`src/rtl/cfg_capture.sv`:
```
// Captures HPS ioctl download bytes into per-bank shadow arrays and commits
// every dirty bank to the active configuration together when apply_en allows.
module cfg_capture #(
   parameter int unsigned        NBANK    = 2,
   parameter int unsigned        DEPTH    = 8,
   parameter logic [NBANK*8-1:0] BANK_IDX = {8'd1, 8'd254}
) (
   input  logic                     clk_sys,
   input  logic                     reset,
   input  logic                     ioctl_download,
   input  logic [7:0]               ioctl_index,
   input  logic                     ioctl_wr,
   input  logic [24:0]              ioctl_addr,
   input  logic [7:0]               ioctl_dout,
   input  logic                     apply_en,
   output logic [NBANK*DEPTH*8-1:0] cfg_data,
   output logic [NBANK-1:0]         cfg_loaded,
   output logic [NBANK-1:0]         cfg_update,
   output logic                     busy
);

   localparam int unsigned AW = (DEPTH > 1) ? $clog2(DEPTH) : 1;
   localparam int unsigned BW = (NBANK > 1) ? $clog2(NBANK) : 1;

   typedef enum logic [1:0] {IDLE, LOAD, PEND, COMMIT} state_t;

   state_t           state_q;
   state_t           state_d;
   logic [7:0]       shadow [NBANK][DEPTH];
   logic [7:0]       active [NBANK][DEPTH];
   logic [NBANK-1:0] dirty;
   logic             match_any;
   logic [BW-1:0]    match_bank;
   logic             addr_ok;
   logic             wr_en;
   logic [AW-1:0]    waddr;

   // Index decode; scanning downward lets the lowest matching bank win.
   always_comb begin
      match_any  = 1'b0;
      match_bank = '0;
      for (int b = NBANK - 1; b >= 0; b--) begin
         if (ioctl_index == BANK_IDX[8*b +: 8]) begin
            match_any  = 1'b1;
            match_bank = BW'(b);
         end
      end
   end

   assign addr_ok = (ioctl_addr < 25'(DEPTH));
   assign waddr   = ioctl_addr[AW-1:0];
   assign wr_en   = ioctl_download & ioctl_wr & match_any & addr_ok;

   // State register; busy is registered from the next state so it tracks state_q.
   always_ff @(posedge clk_sys or posedge reset) begin
      if (reset) begin
         state_q <= IDLE;
         busy    <= 1'b0;
      end else begin
         state_q <= state_d;
         busy    <= (state_d != IDLE);
      end
   end

   always_comb begin
      state_d = state_q;
      case (state_q)
         IDLE:    if (ioctl_download && match_any) state_d = LOAD;
         LOAD:    if (!ioctl_download) state_d = (|dirty) ? PEND : IDLE;
         PEND: begin
            if (ioctl_download && match_any) state_d = LOAD;
            else if (apply_en)               state_d = COMMIT;
         end
         COMMIT:  state_d = IDLE;
         default: state_d = IDLE;
      endcase
   end

   // Shadow capture and commit; a write landing on the commit edge re-marks its bank dirty.
   always_ff @(posedge clk_sys or posedge reset) begin
      if (reset) begin
         for (int b = 0; b < NBANK; b++) begin
            for (int a = 0; a < DEPTH; a++) begin
               shadow[b][a] <= 8'h00;
               active[b][a] <= 8'h00;
            end
         end
         dirty      <= '0;
         cfg_loaded <= '0;
         cfg_update <= '0;
      end else begin
         cfg_update <= '0;
         if (state_q == COMMIT) begin
            for (int b = 0; b < NBANK; b++) begin
               if (dirty[b]) begin
                  for (int a = 0; a < DEPTH; a++) active[b][a] <= shadow[b][a];
                  cfg_loaded[b] <= 1'b1;
                  cfg_update[b] <= 1'b1;
               end
            end
            dirty <= '0;
         end
         if (wr_en) begin
            shadow[match_bank][waddr] <= ioctl_dout;
            dirty[match_bank]         <= 1'b1;
         end
      end
   end

   for (genvar gb = 0; gb < NBANK; gb++) begin : g_bank
      for (genvar ga = 0; ga < DEPTH; ga++) begin : g_byte
         assign cfg_data[(gb*DEPTH+ga)*8 +: 8] = active[gb][ga];
      end
   end

endmodule

```
`config.mk`:
```
export PLATFORM = sky130hd
export DESIGN_NAME = cfg_capture
export DESIGN_NICKNAME = d
export VERILOG_FILES = /design/src/rtl/cfg_capture.sv
export SDC_FILE = /design/constraint.sdc
export NUM_CORES = 1
export LEC_CHECK = 0
export BUFFER_PORTS_ARGS = -buffer_cell sky130_fd_sc_hd__buf_2
export CAP_MARGIN = 40
export CORE_ASPECT_RATIO = 1.4
export CORE_MARGIN = 10
export CORE_UTILIZATION = 56
export CTS_CLUSTER_DIAMETER = 30
export DETAILED_ROUTE_END_ITERATION = 7
export PLACE_DENSITY_LB_ADDON = 0.08
export SLEW_MARGIN = 20
export SYNTH_ARGS = -nofsm -noshare
export SYNTH_HDL_FRONTEND = slang
export SYNTH_SLANG_ARGS = --single-unit
```
`constraint.sdc`:
```
create_clock -name clk_sys -period 11.55 [get_ports clk_sys]
set_input_delay 1.155 -clock clk_sys [delete_from_list [all_inputs] [get_ports clk_sys]]
set_output_delay 1.155 -clock clk_sys [all_outputs]
set_load 0.03 [all_outputs]
```
==> flow_summary.ini, run 1 <==
[status]
status = finished clean

[setup_path]
endpoint = shadow[27]
crit_chain = buf_2 -> nor4_2 -> nand4_4 -> nor3_4 -> mux2_2
required_ns = 11.92
cp_slowest_stage_delay_ns = 0.56
cp-start-kind = input pin
cp_slowest_cell = nor3_4
cp-startpoint = ioctl_index[4]
r2r-start = state_q[0]
crit_family = simple AND/OR/NAND/NOR gates
reg2reg_depth = 4
reg2reg_to = cfg_data[62]
crit_buf_inv = 1
path_class = in2reg
endpoint_kind = flop
critPathArrivalTime_ns = 3.06
r2r_setup_slack_ns = 9.75
cp.depth = 5
cp_max_fo = 9

[drt]
routed_wl_um = 22900
num_vias = 5840
drt_iter0_drc = 262
drc_errors = 0
via_per_inst = 5.438
ant_nets = 0
wire_per_inst_um = 21.33
drt_first_pass_iters = 4

[synth]
synth_flop_cell = dfrtp_1
synthTopCellsByCount = dfrtp_1 (265), mux2_2 (240), clkbuf_1 (19)
ys_ff_latch = 265
syn_area_um2 = 10250
syn_nets = 655
ys_seq_area_frac = 0.6468
synth_largest_area_cell = dfrtp_1
ys_async_sr_fraction = 1.000
synth_top_area_share = 0.6468
syn_area_per_cell_um2 = 16.83
synthTopCellsByArea = dfrtp_1 (65%), mux2_2 (26%), nor3_4 (2.5%)
synth_most_common_cell = dfrtp_1
synth_edf_count = 0
netlist_instances = 609
synth.distinct_cells = 33
ys_warn_count = 0

[placed_design]
io_buffer_count = 178
pre_cts_slack_ns = 8.315
gp_congestion = 0.7868
place_hpwl_um = 15680
place_area_um2 = 11450
dp.cells = 1010

[clocking]
post-cts-setup-buffers = 0
clock-sinks = 265
cts_root_buf = clkbuf_16
clkTransAtPathRegs_ns = 0.05
cts_tree = yes
clkLatencyLatePin_ns = 0.49
numCtsBuffers = 36
ctsHoldBuffers = 0
htreeDepth = 2
cts_resized = 0
cts_buffer_depth = 3

[global_routing]
antenna_found_initial = 0
grt_pass1_vias = 6484
grt_max_degree = 112
gr-total-overflow = 0
grtUsageTotal = 0.1888
grt_pass1_wl_um = 36430

[die]
core_area_um2 = 18000
die_h_um = 180.1
die_w_um = 134.4
io_pins = 179
rows = 58
die-area_um2 = 24200
start_util = 0.5697

[final_layout]
syn_to_final_growth_pct = 23.10
multiInputGateArea_um2 = 3517
nNetsFinal = 855
post-route-cell-area_um2 = 12620
layout-drive-gt1-share = 0.6218
fin_cells = 1074
fillCellCount = 1271
regArea_um2 = 6631

[run]
max_cap_violations = 0

[timing]
final.setup.worst_slack_ns = 8.854
finalHoldViolCount = 0
tightest_slew_ns = 0.6558
period_needed_ns = 2.696
fmax_mhz = 370.9
finClkSkew_ns = 0.01339
finalSetupViolCount = 0
rsz0062_at_grt = false
min_period_over_period = 0.2334
fin_tns_setup_ns = 0
drv_slew = 0
max-slew-margin-rel = 0.5628

[power]
ir_worst_vdd_mv = 0.1246
powerDensity_nw_per_um2 = 161.5
leakagePower_uw = 0.007015

[worst_hold_path]
min_path_type = reg2reg
whs_path_depth = 1
area by class of cell:
class	count	share of cell area
diodes	1	0.0001983
clock buffers	44	0.07782
clock inverters	18	0.01309
inverters	3	0.001487
multi-input cells	317	0.2787
flip-flops and latches	265	0.5254
well taps	240	0.02379
repair buffers	186	0.07951
metal layers:
metal,share of wire,up-vias,global-route usage,wire length [um]
li1,-,2592,-,-
met1,0.40,3045,0.2275,9166
met2,0.52,171,0.3245,11970
met3,0.056,32,0.04520,1278
met4,0.021,0,0.05980,489
met5,0,-,0,0
cells in the final DEF (no fill, tap or decap), types with 2 or more instances in the layout:
| cell | count |
|---|---|
| dfrtp_1 | 265 |
| clkinv_4 | 5 |
| mux2_1 | 8 |
| buf_16 | 2 |
| buf_4 | 5 |
| nand2_1 | 6 |
| clkbuf_1 | 4 |
| a22o_1 | 2 |
| clkinvlp_4 | 5 |
| o21ai_0 | 2 |
| nor2b_1 | 3 |
| buf_2 | 178 |
| nor3_4 | 16 |
| clkbuf_8 | 3 |
| nand3_1 | 5 |
| clkinv_2 | 2 |
| mux2_2 | 240 |
| nor2_1 | 6 |
| inv_6 | 5 |
| nor4_1 | 3 |
| nand4_1 | 2 |
| nand4_4 | 2 |
| mux2_4 | 8 |
| clkbuf_16 | 37 |
worst min path at each step:
stage / from / to / slack (ns)
6_report: cfg_loaded[0] / cfg_loaded[0] / 0.47
4_1_cts: cfg_loaded[0] / cfg_loaded[0] / 0.47
2_1_floorplan: shadow[39] / shadow[39] / 0.45
3_3_place_gp: cfg_loaded[1] / cfg_loaded[1] / 0.44
3_5_place_dp: cfg_loaded[0] / cfg_loaded[0] / 0.46
5_1_grt: cfg_loaded[0] / cfg_loaded[0] / 0.50
metrics by stage:
step | utilization | total power (uW) | hold WS [ns]
CTS | 0.7000 | 2060 | 0.4721
floorplan | - | 990.7 | 0.4522
global route | 0.7011 | 2108 | 0.4964
global placement | 0.6332 | 1018 | 0.4439
finish | 0.7013 | 2038 | 0.4689
detailed placement | 0.6363 | 1024 | 0.4611
report_power, final:
| group | leakage, uW | internal [uW] | switching, uW |
|---|---|---|---|
| sequential | 0.00370 | 934 | 7.07 |
| clock | 0.000548 | 635 | 397 |
| combinational | 0.00277 | 17.8 | 47.5 |
registers in the layout, summed over array words and instances, names as in the netlist:
name,flops
busy,1
cfg_data,128
cfg_loaded,2
cfg_update,2
dirty,2
shadow,128
state_q,2
logic make-up (layout without fill, tap and decap cells):
family / Yosys count / count (layout) / share of synthesized area
AOI/OAI and AO/OA: 6 / 6 / 0.004638
buffers and inverters: 27 / 251 / 0.01074
DFF: 265 / 265 / 0.6468
muxes: 256 / 256 / 0.2841
other: 0 / 1 / 0
and+or+nand+nor: 55 / 55 / 0.05370
Note: power is estimated with default switching activity, not from simulation.
==> inputs of run 2 (changes only) <==
Settings changed: CORE_UTILIZATION 56 to 50.
Clock period 11.55 ns to 2.4 ns, I/O delays scaled along.
==> run 2 against run 1 <==
Net effect:
- clock power increased to 6.0 times the previous value
- combinational power grew to 4.9 times the previous value
- non-clock buffer count rose by 13
- critical path type is now reg2reg
- critical endpoint is now cfg_data[6]
==> flow_summary.ini, run 2 (synthesis gave the netlist of run 1 again) <==
[clocking]
htreeDepth = 2
clock-sinks = 265
cts_root_buf = clkbuf_16
cts_buffer_depth = 3
cts_tree = yes
ctsHoldBuffers = 2
numCtsBuffers = 40
clkLatencyLatePin_ns = 0.52
clkTransAtPathRegs_ns = 0.06
cts_resized = 0
post-cts-setup-buffers = 0

[setup_path]
reg2reg_to = cfg_data[6]
crit_chain = and3_2 -> buf_4 -> mux2_2
cp_slowest_cell = and3_2
reg2reg_depth = 3
r2r-start = state_q[0]
cp_slowest_stage_delay_ns = 0.64
cp-start-kind = flop
cp-startpoint = state_q[0]
cp_max_fo = 24
path_class = reg2reg
required_ns = 2.80
endpoint_kind = flop
r2r_setup_slack_ns = 0.53
crit_buf_inv = 1
crit_family = simple AND/OR/NAND/NOR gates
critPathArrivalTime_ns = 2.27

[timing]
final.setup.worst_slack_ns = 0.5297
fmax_mhz = 534.7
finalSetupViolCount = 0
hold_ws_ns = 0.09835
tightest_slew_ns = 0.6303
period_needed_ns = 1.870
min_period_over_period = 0.7793
rsz0062_at_grt = false
finClkSkew_ns = 0.01300
finalHoldViolCount = 0
drv_slew = 0
max-slew-margin-rel = 0.5798

[final_layout]
nNetsFinal = 872
diodes = 0
mostFrequentLayoutCell = dfrtp_1
final_cell_mix = dfrtp_1 (265), mux2_2 (240), buf_2 (178), clkbuf_16 (42), nor3_4 (16)
post-route-cell-area_um2 = 13080
layout-drive-gt1-share = 0.6329
fillCellCount = 1422
syn_to_final_growth_pct = 27.57
fin_util = 0.6540

[die]
rows = 61
die-area_um2 = 26710
die_w_um = 141.0
start_util = 0.5127
die_h_um = 189.4
io_pins = 179
core_area_um2 = 20000

[power]
p_sw_uw = 2373
seqPwrFrac = 0.409
clock_power_share = 0.562
internal-power_uw = 8708
switching_share = 0.2142
power_frac_comb = 0.029
ir_worst_vdd_mv = 0.5572
powerDensity_nw_per_um2 = 847.3
leakagePower_uw = 0.007237

[placed_design]
io_buffer_count = 178
place_area_um2 = 11570
pre_cts_slack_ns = 0.1518
place_hpwl_um = 16820
gp_congestion = 0.7868

[worst_hold_path]
min_from = ioctl_download
min_path_type = in2reg
whs_path_depth = 2
min_delay_worst_endpoint = state_q[1]

[global_routing]
gr-total-overflow = 0
antenna_found_initial = 0
grt_pass1_vias = 6661
grt_pass1_wl_um = 38710
grtUsageTotal = 0.1831
grt_max_degree = 88

[drt]
drc_errors = 0
ant_nets = 0
routed_wl_um = 24240
via_per_inst = 5.346
wire_per_inst_um = 21.84
num_vias = 5934
drt_iter0_drc = 224
drt_first_pass_iters = 4

[run]
max_cap_violations = 0

[status]
status = finished clean
-- run 2: worst register-to-register path, stage by stage (launching register included) --
cell and delay (ns):
dfrtp_1 0.44, and3_2 0.64, buf_4 0.32, mux2_2 0.36
-- run 2: metal layers --
metal | share of wire | wire length (um) | up-vias | GRT usage
met5 | 0 | 0 | - | 0
met4 | 0.020 | 482 | 0 | 0.05693
met3 | 0.054 | 1316 | 30 | 0.04333
met2 | 0.53 | 12890 | 159 | 0.3216
met1 | 0.39 | 9553 | 3106 | 0.2157
li1 | - | - | 2639 | -
-- run 2: worst max-delay path by stage --
| stage | end | slack (ns) | cells past startpoint |
|---|---|---|---|
| after global routing | cfg_data[45] | 0.42 | 3 |
| final | cfg_data[6] | 0.53 | 3 |
| after CTS | cfg_data[6] | 0.50 | 3 |
| after floorplan | busy | -1.34 | 1 |
| after detailed placement | shadow[45] | 0.15 | 6 |
| after global placement | shadow[61] | 0.20 | 6 |
-- run 2: layout make-up --
cell class / instances / area, um2 / share of cell area
clock buffers: 48 / 1114 / 0.08514
clock inverters: 26 / 370.4 / 0.02832
inverters: 3 / 15.01 / 0.001148
multi-input cells: 317 / 3517 / 0.2689
flip-flops and latches: 265 / 6631 / 0.5070
well taps: 252 / 315.3 / 0.02411
repair buffers: 199 / 1116 / 0.08533
-- run 2: per-stage QoR --
step | setup TNS (ns) | power, uW | std cells
final | 0 | 11080 | 1110
after floorplan | -354.44 | 4769 | 609
after detailed placement | 0 | 4936 | 1034
after global routing | 0 | 11460 | 1110
after CTS | 0 | 11200 | 1110
after global placement | 0 | 4923 | 1034
-- run 2: power groups by stage --
| stage | clock, uW | combinational, uW | sequential, uW |
|---|---|---|---|
| finish | 6230 | 322 | 4530 |
| global route | 6570 | 368 | 4530 |
| CTS | 6340 | 333 | 4530 |
| detailed placement | 0 | 329 | 4610 |
| global placement | 0 | 319 | 4600 |
| floorplan | 0 | 157 | 4610 |
==> inputs of run 3 (changes only) <==
Settings changed: CORE_UTILIZATION 50 to 56.
Clock period 2.4 ns to 1.8 ns, I/O delays scaled along.
==> run 3 against run 2 <==
Net effect:
- sequential share of layout area is 0.37 points lower
- critical endpoint is now cfg_data[11]
- via count is 0.13% higher
- largest power group unchanged
- utilization is 7.8 points higher
==> flow_summary.ini, run 3 (synthesis gave the netlist of run 1 again) <==
[status]
status = finished clean

[timing]
finalSetupViolCount = 0
finClkSkew_ns = 0.01187
max-slew-margin-rel = 0.6596
rsz0062_at_grt = false
min_period_over_period = 0.8609
fmax_mhz = 645.3
tightest_slew_ns = 0.5106
fin_tns_setup_ns = 0
period_needed_ns = 1.550
drv_slew = 0
finalHoldViolCount = 0

[placed_design]
dp.cells = 1043
place_hpwl_um = 16200
gp_congestion = 0.7690
io_buffer_count = 178
place_area_um2 = 11940

[clocking]
cts_root_buf = clkbuf_16
cts_resized = 0
cts_buffer_depth = 3
clkTransAtPathRegs_ns = 0.05
clkLatencyLatePin_ns = 0.49
numCtsBuffers = 36
htreeDepth = 2
clock-sinks = 265
cts_tree = yes
post-cts-setup-buffers = 0

[power]
p_sw_uw = 2833
switching_share = 0.2113
seqPwrFrac = 0.450
powerDensity_nw_per_um2 = 1018
internal-power_uw = 10570
leakagePower_uw = 0.007270
ir_worst_vdd_mv = 0.8178
clock_power_share = 0.517
power_frac_comb = 0.033

[drt]
routed_wl_um = 23540
via_per_inst = 5.353
ant_nets = 0
num_vias = 5942
drc_errors = 0
drt_first_pass_iters = 4
wire_per_inst_um = 21.21
drt_iter0_drc = 194

[setup_path]
crit_buf_inv = 1
critPathArrivalTime_ns = 1.92
cp.depth = 3
cp_max_fo = 24
crit_chain = and3_2 -> buf_4 -> mux2_2
r2r-start = state_q[0]
cp_slowest_cell = dfrtp_1
endpoint_kind = flop
required_ns = 2.17
path_class = reg2reg
cp-start-kind = flop
reg2reg_depth = 3
cp_slowest_stage_delay_ns = 0.43
crit_family = flip-flops
reg2reg_to = cfg_data[11]
r2r_setup_slack_ns = 0.25

[final_layout]
fin_cells = 1110
syn_to_final_growth_pct = 28.51
post-route-cell-area_um2 = 13180
nNetsFinal = 889
final_cell_mix = dfrtp_1 (265), mux2_2 (240), buf_2 (178), clkbuf_16 (37), buf_12 (23)
mostFrequentLayoutCell = dfrtp_1
layout-drive-gt1-share = 0.6352

[die]
die-area_um2 = 24200
io_pins = 179
die_w_um = 134.4
start_util = 0.5697
die_h_um = 180.1
core_area_um2 = 18000
rows = 58

[global_routing]
gr-total-overflow = 0
grt_max_degree = 81
grtUsageTotal = 0.1969
grt_pass1_wl_um = 37990
antenna_found_initial = 4
grt_pass1_vias = 6888

[worst_hold_path]
min_path_type = in2reg
whs_path_depth = 3
min_delay_worst_endpoint = state_q[1]
min_from = ioctl_download

[run]
max_cap_violations = 0
## run 3: cell types whose count changed in the layout (fill, tap and decap cells not counted), sizes merged
cell,before,now
bufinv,7,3
clkbuf,48,47
buf,197,218
diode,0,1
inv,6,1
## run 3: area by class of cell
type | instances | area, um2
inverter | 3 | 15.01
antenna | 1 | 2.502
multi-input combinational | 317 | 3517
fill | 1238 | 4822
sequential | 265 | 6631
clock buffer | 47 | 1023
timing repair buffer | 220 | 1499
tap | 240 | 300.3
clock inverter | 17 | 186.4
## run 3: how the worst max path moves through the flow
stage,slack [ns],startpoint,end
6_report,0.25,state_q[0],cfg_data[11]
5_1_grt,0.19,state_q[0],cfg_data[11]
3_5_place_dp,-0.13,ioctl_addr[13],shadow[98]
4_1_cts,0.25,state_q[0],cfg_data[11]
3_3_place_gp,-0.1,ioctl_addr[8],shadow[100]
2_1_floorplan,-1.88,reset,busy
## run 3: power by group through the flow
| stage | clock [uW] | combinational [uW] | sequential (uW) |
|---|---|---|---|
| finish | 6930 | 438 | 6040 |
| global route | 7340 | 487 | 6040 |
| floorplan | 0 | 209 | 6150 |
| detailed placement | 0 | 441 | 6140 |
| CTS | 7060 | 446 | 6040 |
| global placement | 0 | 423 | 6130 |
## run 3: timing repair
item | in CTS | in global routing
endpoints found under the hold margin | 157 | 0
setup endpoints to repair | 0 | 0
hold buffers | 2 | 0
## run 3: layer usage
layer | global-route usage | routed length [um] | part of all wire
met1 | 0.2258 | 9268 | 0.39
met2 | 0.3476 | 12460 | 0.53
met5 | 0 | 27 | 0.0011
met3 | 0.06222 | 1491 | 0.063
met4 | 0.04583 | 289 | 0.012
## run 3: worst reg2reg max path, delay by kind of cell (launching register included)
kind / cells / cell delay, ns
DFF: 1 / 0.43
muxes: 1 / 0.40
and+or+nand+nor: 1 / 0.26
buffers and inverters: 1 / 0.33
## run 3: stage by stage
step           hold WS [ns]  setup WS [ns]  total power (uW)  utilization
6_report            0.05525         0.2504             13410       0.7321
4_1_cts             0.04139         0.2482             13540       0.7319
3_3_place_gp         0.1222       -0.09607              6556       0.6636
3_5_place_dp         0.1248        -0.1305              6582       0.6636
5_1_grt             0.08943         0.1882             13870       0.7319
2_1_floorplan        0.3131         -1.878              6359            -
